**config.mk**
```make
export PLATFORM = sky130hd
export DESIGN_NAME = mem_stage
export DESIGN_NICKNAME = d
export VERILOG_FILES = /design/src/rtl/proc_pkg.sv /design/src/rtl/mem_stage.sv
export SDC_FILE = /design/constraint.sdc
export NUM_CORES = 1
export LEC_CHECK = 0
export CAP_MARGIN = 5
export CELL_PAD_IN_SITES_DETAIL_PLACEMENT = 1
export CELL_PAD_IN_SITES_GLOBAL_PLACEMENT = 1
export CORE_UTILIZATION = 36
export DETAILED_ROUTE_END_ITERATION = 8
export HOLD_SLACK_MARGIN = 0.08
export PLACE_DENSITY = 0.81
export SLEW_MARGIN = 40
export SYNTH_ARGS = -nofsm -noshare
export SYNTH_HDL_FRONTEND = slang
export SYNTH_SLANG_ARGS = --single-unit
```
**constraint.sdc**
```tcl
create_clock -name clk -period 2.7 [get_ports clk]
set_input_delay 0.27 -clock clk [delete_from_list [all_inputs] [get_ports clk]]
set_output_delay 0.27 -clock clk [all_outputs]
set_load 0.02 [all_outputs]
```
**src/rtl/proc_pkg.sv**
```systemverilog
// Shared definitions for the 8-bit processor pipeline.
//   DATA_W, REG_ADDR_W : default datapath and GPR index widths
//   OP_*               : two-bit operation encoding driven by execute
//   state_t            : memory-stage control state
package proc_pkg;

    localparam int unsigned DATA_W     = 8;
    localparam int unsigned REG_ADDR_W = 2;

    localparam logic [1:0] OP_ALU   = 2'b00;
    localparam logic [1:0] OP_LOAD  = 2'b01;
    localparam logic [1:0] OP_STORE = 2'b10;
    localparam logic [1:0] OP_NOP   = 2'b11;

    typedef enum logic {
        IDLE = 1'b0,
        MEM  = 1'b1
    } state_t;

endpackage

```
**src/rtl/mem_stage.sv**
```systemverilog
// Memory-access pipeline stage, between execute and writeback.
// ALU results pass straight through to writeback; LOAD/STORE run one req/ack
// transaction on the data-memory bus, abandoned after TIMEOUT request cycles.
//
// Ports:
//   clk, reset_n          clock, asynchronous active-low reset
//   i_valid / o_ready     execute handshake (transfer when both high)
//   i_op                  00 ALU, 01 LOAD, 10 STORE, 11 NOP
//   i_alu_result          ALU result, or effective address for LOAD/STORE
//   i_store_data          STORE write data
//   i_dest_reg_addr       destination GPR
//   o_mem_req/we/addr/wdata, i_mem_ack, i_mem_rdata   data-memory bus
//   o_wb_enable/dest_reg_addr/data                    registered writeback triple
//   o_fault, i_fault_clear                            sticky timeout flag and its clear
module mem_stage #(
    parameter int unsigned DATA_W     = proc_pkg::DATA_W,
    parameter int unsigned MEM_ADDR_W = 8,
    parameter int unsigned REG_ADDR_W = proc_pkg::REG_ADDR_W,
    parameter int unsigned TIMEOUT    = 15
) (
    input  logic                  clk,
    input  logic                  reset_n,
    input  logic                  i_valid,
    input  logic [1:0]            i_op,
    input  logic [DATA_W-1:0]     i_alu_result,
    input  logic [DATA_W-1:0]     i_store_data,
    input  logic [REG_ADDR_W-1:0] i_dest_reg_addr,
    output logic                  o_ready,
    output logic                  o_mem_req,
    output logic                  o_mem_we,
    output logic [MEM_ADDR_W-1:0] o_mem_addr,
    output logic [DATA_W-1:0]     o_mem_wdata,
    input  logic                  i_mem_ack,
    input  logic [DATA_W-1:0]     i_mem_rdata,
    output logic                  o_wb_enable,
    output logic [REG_ADDR_W-1:0] o_wb_dest_reg_addr,
    output logic [DATA_W-1:0]     o_wb_data,
    output logic                  o_fault,
    input  logic                  i_fault_clear
);

    import proc_pkg::*;

    // Counter wide enough for the full legal TIMEOUT range (1..255).
    localparam int unsigned CNT_W = 8;
    // Counter value seen in the last permitted request cycle.
    localparam logic [CNT_W-1:0] CNT_LAST = CNT_W'(TIMEOUT - 1);

    state_t                r_state;
    logic [CNT_W-1:0]      r_cnt;
    logic [REG_ADDR_W-1:0] r_dest;

    assign o_ready = (r_state == IDLE);

    always_ff @(posedge clk or negedge reset_n) begin
        if (!reset_n) begin
            r_state            <= IDLE;
            r_cnt              <= '0;
            r_dest             <= '0;
            o_mem_req          <= 1'b0;
            o_mem_we           <= 1'b0;
            o_mem_addr         <= '0;
            o_mem_wdata        <= '0;
            o_wb_enable        <= 1'b0;
            o_wb_dest_reg_addr <= '0;
            o_wb_data          <= '0;
            o_fault            <= 1'b0;
        end else begin
            // Writeback is a single-cycle pulse; fields read as zero when idle.
            o_wb_enable        <= 1'b0;
            o_wb_dest_reg_addr <= '0;
            o_wb_data          <= '0;

            // A timeout below overrides this, so set beats a simultaneous clear.
            if (i_fault_clear) begin
                o_fault <= 1'b0;
            end

            unique case (r_state)
                IDLE: begin
                    if (i_valid) begin
                        unique case (i_op)
                            OP_ALU: begin
                                o_wb_enable        <= 1'b1;
                                o_wb_dest_reg_addr <= i_dest_reg_addr;
                                o_wb_data          <= i_alu_result;
                            end
                            OP_LOAD, OP_STORE: begin
                                r_state     <= MEM;
                                r_cnt       <= '0;
                                r_dest      <= i_dest_reg_addr;
                                o_mem_req   <= 1'b1;
                                o_mem_we    <= (i_op == OP_STORE);
                                o_mem_addr  <= i_alu_result[MEM_ADDR_W-1:0];
                                o_mem_wdata <= (i_op == OP_STORE) ? i_store_data : '0;
                            end
                            default: begin
                                // NOP: accepted, nothing to do.
                            end
                        endcase
                    end
                end

                MEM: begin
                    if (i_mem_ack) begin
                        // Ack in the final permitted cycle still completes normally.
                        r_state     <= IDLE;
                        o_mem_req   <= 1'b0;
                        o_mem_we    <= 1'b0;
                        o_mem_addr  <= '0;
                        o_mem_wdata <= '0;
                        if (!o_mem_we) begin
                            o_wb_enable        <= 1'b1;
                            o_wb_dest_reg_addr <= r_dest;
                            o_wb_data          <= i_mem_rdata;
                        end
                    end else if (r_cnt == CNT_LAST) begin
                        r_state     <= IDLE;
                        o_mem_req   <= 1'b0;
                        o_mem_we    <= 1'b0;
                        o_mem_addr  <= '0;
                        o_mem_wdata <= '0;
                        o_fault     <= 1'b1;
                    end else begin
                        r_cnt <= r_cnt + 1'b1;
                    end
                end

                default: begin
                    r_state <= IDLE;
                end
            endcase
        end
    end

endmodule

```
### After elaboration in Yosys (flattened, before gate mapping)

Cells that the tools add are included.

| operators by class | value |
|---|---|
| $add $sub $neg | 1 |
| bitwise gates (word level) | 1 |
| reductions and logical operators | 5 |
| multiplexer cells | 46 |
| equality and inequality tests | 8 |

Operators by type and width:

| operator | count |
|---|---|
| $mux 8 | 15 |
| $pmux 8 s2 | 4 |
| $mux 1 | 18 |
| $add 8x1->8 const B | 1 |
| $eq 8x4->1 const B | 1 |
| $mux 2 | 4 |
| $pmux 1 s2 | 4 |
| $ne 2x2->1 const B | 3 |
| $reduce_and 3->1 | 2 |
| $pmux 2 s2 | 1 |
| $reduce_and 4->1 | 1 |
| $ne 3x2->1 const B | 1 |
| $eq 2x1->1 const B | 1 |
| $eq 2x2->1 const B | 1 |
| $logic_not 2->1 | 1 |
| $ne 2x1->1 const B | 1 |
| $reduce_or 2->1 | 1 |
| $not 1->1 | 1 |

| storage, ports and cells | value |
|---|---|
| word-level logic and storage cells | 72 |
| output and inout port bits | 31 |
| register bits | 41 |
| input port bits | 33 |

### Logic depth before layout (Yosys ltp)

| logic depth | value |
|---|---|
| depth after elaboration | 5 |
| depth in mapped cells | 7 |
| gate-level depth less buffers | 6 |

### Least setup slack after synthesis

Ideal clock, no wire load.

| path | value |
|---|---|
| path type | register to register |
| start | register r_cnt[2] |
| end | register r_cnt[7] |
| setup time | 90 ps |
| arrival time | 1573 ps |
| buffers on the path | 2 |
| slack | 1037 ps |
| stages on the path, launching flop included | 7 |
| data required time | 2610 ps |
| clock period less this slack | 1663 ps |
| cells stage by stage | dfrtp_1 -> and2_4 -> buf_6 -> a41o_1 -> buf_6 -> or4_1 -> o221ai_1 |

| between the ends | value |
|---|---|
| cells in the longest elaborated chain, start to end | 4 |
| elaborated cells on any way between the ends | 7 |
| those cells by class | add/sub: 1; eq/ne: 2; mux: 3; reduce/logical: 1 |

RTL lines:

| item | RTL line | RTL |
|---|---|---|
| start: declaration | mem_stage.sv:50 | `logic [CNT_W-1:0] r_cnt;` |
| start signal: assignment | mem_stage.sv:125 | `r_cnt <= r_cnt + 1'b1;` |
| $add 8x1->8 | mem_stage.sv:125 |  |
| $mux 8 | mem_stage.sv:117 | `end else if (r_cnt == CNT_LAST) begin` |
| $mux 8 | mem_stage.sv:105 | `if (i_mem_ack) begin` |
| $pmux 8 s2 | mem_stage.sv:79 | `unique case (r_state)` |

Parallel ways exist; a longest one is shown, timed or not. The select of a mux whose other input is x is not followed.
A chain may end at the register's enable or synchronous reset.

### Final worst setup path

| path | value |
|---|---|
| start | register r_cnt[5] |
| end | register o_mem_wdata[2] |

| between the ends | value |
|---|---|
| cells in the longest elaborated chain, start to end | 3 |

RTL lines:

| item | RTL line | RTL |
|---|---|---|
| $eq 8x4->1 | mem_stage.sv:117 |  |
| $ne 3x2->1 (no line) | n/a |  |
| $reduce_and 3->1 (no line) | n/a |  |
| end signal: assignment | mem_stage.sv:95 | `o_mem_wdata <= (i_op == OP_STORE) ? i_store_data : '0;` |
| end: declaration | mem_stage.sv:32 | `output logic [DATA_W-1:0] o_mem_wdata,` |

Every way passes these cells.

==> run_results.csv <==
group,metric,value,unit
outcome,outcome,"finished clean",
sta,min_period,1980,ps
finish,final_cell_mix,"62 x clkdlybuf4s50_1, 41 x dfrtp_1, 26 x a22o_1, 13 x nand2_1",
synth,yosysSeqAreaShare,0.609,
worst_setup_path,setup.worst_path.end_class,"register",
finish,diodes,0,
synth,synth-main-ff-cell,"dfrtp_1",
cts,postCtsSetupRepairBufs,0,
floorplan,rows,24,
power,clkPwrFrac,0.249,
synth,syn_nets,173,
floorplan,die_x,70.4,um
placement,place_hpwl,3540,um
worst_setup_path,max_stage_delay,450,ps
sta,finalCritPeriodShare,0.735,
detailed_routing,ant_nets,0,
finish,final_common_cell,"clkdlybuf4s50_1",
detailed_routing,drt-initial-drc-count,95,
global_routing,grt_max_degree,42,
power,p_seq_frac,0.490,
sta,rsz0062_at_grt,"false",
placement,gp_congestion,0.771,
sta,tns,0,ps
worst_setup_path,worst_setup_path_start_kind,"register",
finish,layout-drive-gt1-share,0.0545,
floorplan,ios,64,
sta,worstMarginPinSlew,738,ps
placement,dp_cells,245,
finish,design_area,2430,um2
detailed_routing,first_pass_iters,4,
synth,synth-edff-count,0,
cts,cts_tree,"built",
sta,whs,496,ps
worst_setup_path,cp.arrival,2170,ps
sta,clock_skew,4.59,ps
synth,ys_seq_elements,41,
floorplan,core_area,4410,um2
synth,yosys_warnings,0,
floorplan,die_y,70.4,um
worst_setup_path,cp_max_fo,18,
worst_setup_path,crit_buf_inv,0,
synth,syn_area_per_cell,12.4,um2
cts,insertion_delay,290,ps
synth,yosysUniqueCellTypes,32,
sta,final-hold-violation-count,0,
synth,syn_inst,136,
global_routing,antenna_found_initial,0,
detailed_routing,vias,1428,
floorplan,start_util,0.382,
worst_setup_path,crit_slowest_cell,"a41o_1",
detailed_routing,finalWirelength,4970,um
cts,ctsResizeCount,0,
sta,setup_viol,0,
cts,cts_sinks,41,
cts,numCtsBuffers,5,
finish,fillers,447,
cts,holdBufCountCts,1,
finish,area_growth,44.4,%
synth,syn_area,1680,um2
worst_setup_path,crit_chain,"nor3_1 -> a41o_1 -> o21ai_2 -> a22o_1",
cts,ctsHtreeMaxLevel,2,
detailed_routing,wl_per_cell,19.6,um
flow_run,maxCapViolations,0,
power,comb_power_share,0.261,
min_path,hold_class,"input port to async pin",
finish,postLayoutCoreUtil,0.551,
placement,port_buffers,63,
global_routing,first_global_vias,1587,
power,power_per_cell_area,646,nW/um2
cts,cts_buffer_depth,2,
global_routing,grt.total_usage,0.220,
floorplan,die_area,4960,um2
power,ir_drop,0.319,mV
synth,async_flop_share,1.00,
power,p_int,1.08,mW
sta,slew_headroom,0.508,
power,cellLeakagePower,1.11,nW
sta,slew_violations,0,
worst_setup_path,critPathTopFamily,"compound AO/OA/AOI/OAI gates",
global_routing,grt-ovfl-total,0,
worst_setup_path,worstPathRequired,2880,ps
finish,nets,238,
global_routing,grt_pass1_wl,8220,um
sta,fmax,504,MHz
worst_setup_path,crit_type,"register to register",
detailed_routing,drc,0,
detailed_routing,via_per_inst,5.62,
cts,root_buffer,"clkbuf_8",
power,switching_share,0.316,
power,p_switching,0.496,mW
placement,placed_area,2340,um2
finish,stdcell_count,254,
cts,path_clk_slew,70,ps
[power groups by stage]
stage	combinational [mW]	clock, mW	sequential [mW]
after CTS	0.415	0.403	0.771
final	0.410	0.391	0.771
after global placement	0.392	0	0.772
after floorplan	0.143	0	0.822
after global routing	0.441	0.428	0.785
after detailed placement	0.409	0	0.780
[cell type report]
type,instances,area (um2),area share
clock buffers,8,80.1,0.0329
inverters,6,22.5,0.00926
multi-input cells,82,593,0.244
flip-flops and latches,41,1030,0.422
well taps,52,65.1,0.0267
repair buffers,65,646,0.265
[synth_stat cells (all sizes together), types with 2 or more instances]
cell type | instances | area, um2
and2 | 3 | 21.3
and3 | 2 | 12.5
buf | 4 | 31.3
nand3 | 6 | 30.0
inv | 6 | 22.5
a21o | 2 | 15.0
nand4 | 2 | 12.5
o21ai | 5 | 28.8
mux2i | 2 | 20.0
a31oi | 3 | 18.8
dfrtp | 41 | 1030
clkbuf | 3 | 11.3
a22o | 26 | 228
ha | 4 | 50.1
a41oi | 2 | 17.5
nand2 | 13 | 48.8
[metal layers]
metal / track usage / wire [um] / up-vias
li1: - / - / 639
met1: 0.259 / 1910 / 729
met5: 0 / 0 / -
met2: 0.383 / 2700 / 52
met3: 0.0606 / 281 / 8
met4: 0.0733 / 91 / 0
[metrics by stage]
| stage | total power, mW | setup WS [ps] |
|---|---|---|
| detailed placement | 1.19 | 454 |
| global route | 1.65 | 541 |
| finish | 1.57 | 716 |
| CTS | 1.59 | 725 |
| floorplan | 0.964 | 1040 |
| global placement | 1.16 | 578 |
[flip-flops by register name (all words and copies together), names as in the netlist]
signal / cells
o_mem_we: 1
o_mem_req: 1
o_fault: 1
r_cnt: 8
o_wb_dest_reg_addr: 2
o_mem_addr: 8
o_mem_wdata: 8
r_dest: 2
o_wb_enable: 1
o_wb_data: 8
r_state: 1
[cell families (layout without fill, tap and decap cells)]
| kind of cell | Yosys count | count (layout) | synth area share |
|---|---|---|---|
| adders and majority gates | 4 | 4 | 0.0297 |
| DFF | 41 | 41 | 0.609 |
| muxes | 3 | 3 | 0.0186 |
| buffers and inverters | 13 | 79 | 0.0386 |
| and+or+nand+nor | 32 | 32 | 0.0958 |
| AOI/OAI and AO/OA | 43 | 43 | 0.208 |
[worst paths after layout]
check / start / endpoint / slack (ps) / cells past startpoint
max: r_cnt[5] / o_mem_wdata[2] / 720 / 4
min: reset_n / o_mem_wdata[0] / 500 / 2
max reg2reg: r_cnt[5] / o_mem_wdata[2] / 720 / 4
min reg2reg: r_dest[1] / r_dest[1] / 500 / 2
max in group asynchronous: reset_n / o_mem_we / 1840 / 2
min in group clk: r_dest[1] / r_dest[1] / 500 / 2
Power figures use the tool's default switching activity.
==> RTL edit (same settings) <==
Change the package constant `DATA_W` from 8 to 10.
--- a/src/rtl/proc_pkg.sv
+++ b/src/rtl/proc_pkg.sv
@@ -5,5 +5,5 @@
 package proc_pkg;
 
-    localparam int unsigned DATA_W     = 8;
+    localparam int unsigned DATA_W     = 10;
     localparam int unsigned REG_ADDR_W = 2;
 
Interface: changed (5 resized); port bits go from 64 to 74. The function was not compared with the original's and may differ.
==> RTL edit against the original RTL <==
Routed wire length increased by 3.6%. Worst setup slack improved by 130 ps. Sequential cell count grew 4. Worst hold slack improved by 10 ps. Power increased by 14%. Utilization is 2.1 points higher. Die area is 11% higher. Via count up 11%. Combinational power is 20% higher. Synthesized area up 12%. Final area increased by 15%. Synthesized cell count grew 21%. Largest power group unchanged. Highest routed layer unchanged.
==> RTL edit: results (changes against the original RTL) <==
clock_network:
  clkLatencyLatePin_ps: 300
  cts.clk_slew.worst_paths_ps: 80
  cts_hold_buf: 1  # unchanged
grt:
  met3_usage_pct: 5.15  # was 6.06%
  grt_max_degree: 46  # was 42
  gr-usage-met2_pct: 33.9  # was 38.3%
  grt_first_pass_wirelength_mm: 8.07  # was 8.22 mm
  track_usage_pct: 20.0  # was 22.0%
  met1_usage_pct: 24.9  # was 25.9%
  antenna_found_initial: 0  # unchanged
placed_design:
  dp_hpwl_mm: 3.77  # was 3.54 mm
  dpl-instance-area_um2: 2680  # was 2340 µm²
  port_buffers: 73  # was 63
  place_congestion: 0.753  # was 0.771
  pre_cts_ws_ps: 716  # was 454 ps
setup_path:
  crit_start: "r_state$_DFF_PN0_"  # was r_cnt[5]$_DFFE_PN0P_
  regToRegEndpoint: "o_mem_wdata[8]$_DFFE_PN0P_"  # was o_mem_wdata[2]$_DFFE_PN0P_
  crit_end: "o_ready"  # was o_mem_wdata[2]$_DFFE_PN0P_
  path_max_fanout: 9  # was 18
  arrival_ps: 1590  # was 2170 ps
  ff2ff_setup_slack_ps: 970  # was 720 ps
  ff2ff_path_depth: 6  # was 4
  regToRegStartpoint: "r_cnt[0]$_DFFE_PN0P_"  # was r_cnt[5]$_DFFE_PN0P_
cells_and_area:
  fillerInstances: 545  # was 447
  drive_gt1_share_pct: 8.23  # was 5.45%
  final_nets: 285  # was 238
synth:
  ys_types: 35  # was 32
  synth_common_cells: "dfrtp_1 (45), nand2_1 (27), a22o_1 (22)"  # was dfrtp_1 (41), a22o_1 (26), nand2_1 (13)
  synthTopCellsByArea: "dfrtp_1 (60%), a22o_1 (10%), nand2_1 (5.4%)"  # was dfrtp_1 (61%), a22o_1 (14%), ha_1 (3.0%)
  synthArstFlopShare_pct: 100  # unchanged
  syn-num-nets: 207  # was 173
  muxShareOfSynthArea_pct: 2.73  # was 1.86%
  ys_seq_area_share_pct: 59.9  # was 60.9%
  synthAdderAreaFrac_pct: 2.66  # was 2.97%
  synth_compound_gate_area_share_pct: 17.4  # was 20.8%
sta:
  skew_ps: 4.72  # was 4.59 ps
  slew_headroom_pct: 62.2  # was 50.8%
  max_freq_ghz: 0.538  # was 0.504 GHz
route:
  met2_length_mm: 2.74  # was 2.70 mm
  vias: 1583  # was 1,428
  route.met3.wl_um: 227  # was 281 µm
  m1WireLength_mm: 2.11  # was 1.91 mm
  drt-initial-drc-count: 56  # was 95
  wl_per_cell_um: 16.6  # was 19.6 µm
hold_path:
  hold_path.class: "primary input to asynchronous set/reset pin"  # unchanged
run_status:
  status: "finished clean"  # unchanged
power:
  ir_drop_mv: 0.287  # was 0.319 mV
  p_leak_nw: 1.26  # was 1.11 nW
==> RTL edit: changes by cell type in the layout (fill, tap and decap cells not counted), moves of 3 or more <==
cell | unedited run | this run
a22o_1 | 26 | 22
dfrtp_1 | 41 | 45
a21oi_1 | 0 | 10
clkdlybuf4s50_1 | 62 | 72
clkbuf_1 | 3 | 0
nor2_1 | 1 | 7
nand2_1 | 13 | 27
==> RTL edit: through the flow <==
stage          cells  hold slack (ps)  power, mW  utilization [%]
4_1_cts          310              510       1.81             57.2
6_report         310              506       1.79             57.2
5_1_grt          310              523       1.89             57.2
3_5_place_dp     301              310       1.37             55.0
2_1_floorplan    164            -25.6       1.10                -
3_3_place_gp     301              460       1.35             54.9
==> RTL edit: final cells by class <==
type                       count  area (µm²)  share of cell area [%]
timing repair buffer          77         761                    27.3
tap                           67        83.8                    3.01
inverter                       6        22.5                   0.808
sequential                    45        1130                    40.4
multi-input combinational    107         699                    25.1
clock buffer                   6        82.6                    2.96
clock inverter                 2        13.8                   0.493
==> RTL edit: kinds of logic (layout without fill, tap and decap cells) <==
kind of cell / count (synthesis) / after routing
AND/OR/NAND/NOR: 54 / 54
buffers and inverters: 12 / 91
adder cells (fa/ha/maj): 4 / 4
AO/OA/AOI/OAI: 44 / 44
multiplexers: 5 / 5
flip-flops: 45 / 45
==> RTL edit: worst max-delay path: stages (launching register included) <==
cell             delay (ps)
dfrtp_1                 470
inv_2                   190
clkdlybuf4s50_1         630
==> RTL edit: power by group <==
group | switching [mW] | internal (mW) | total (mW)
sequential | 0.0873 | 0.771 | 0.858
clock | 0.228 | 0.207 | 0.436
combinational | 0.243 | 0.248 | 0.491
total | 0.559 | 1.23 | 1.79
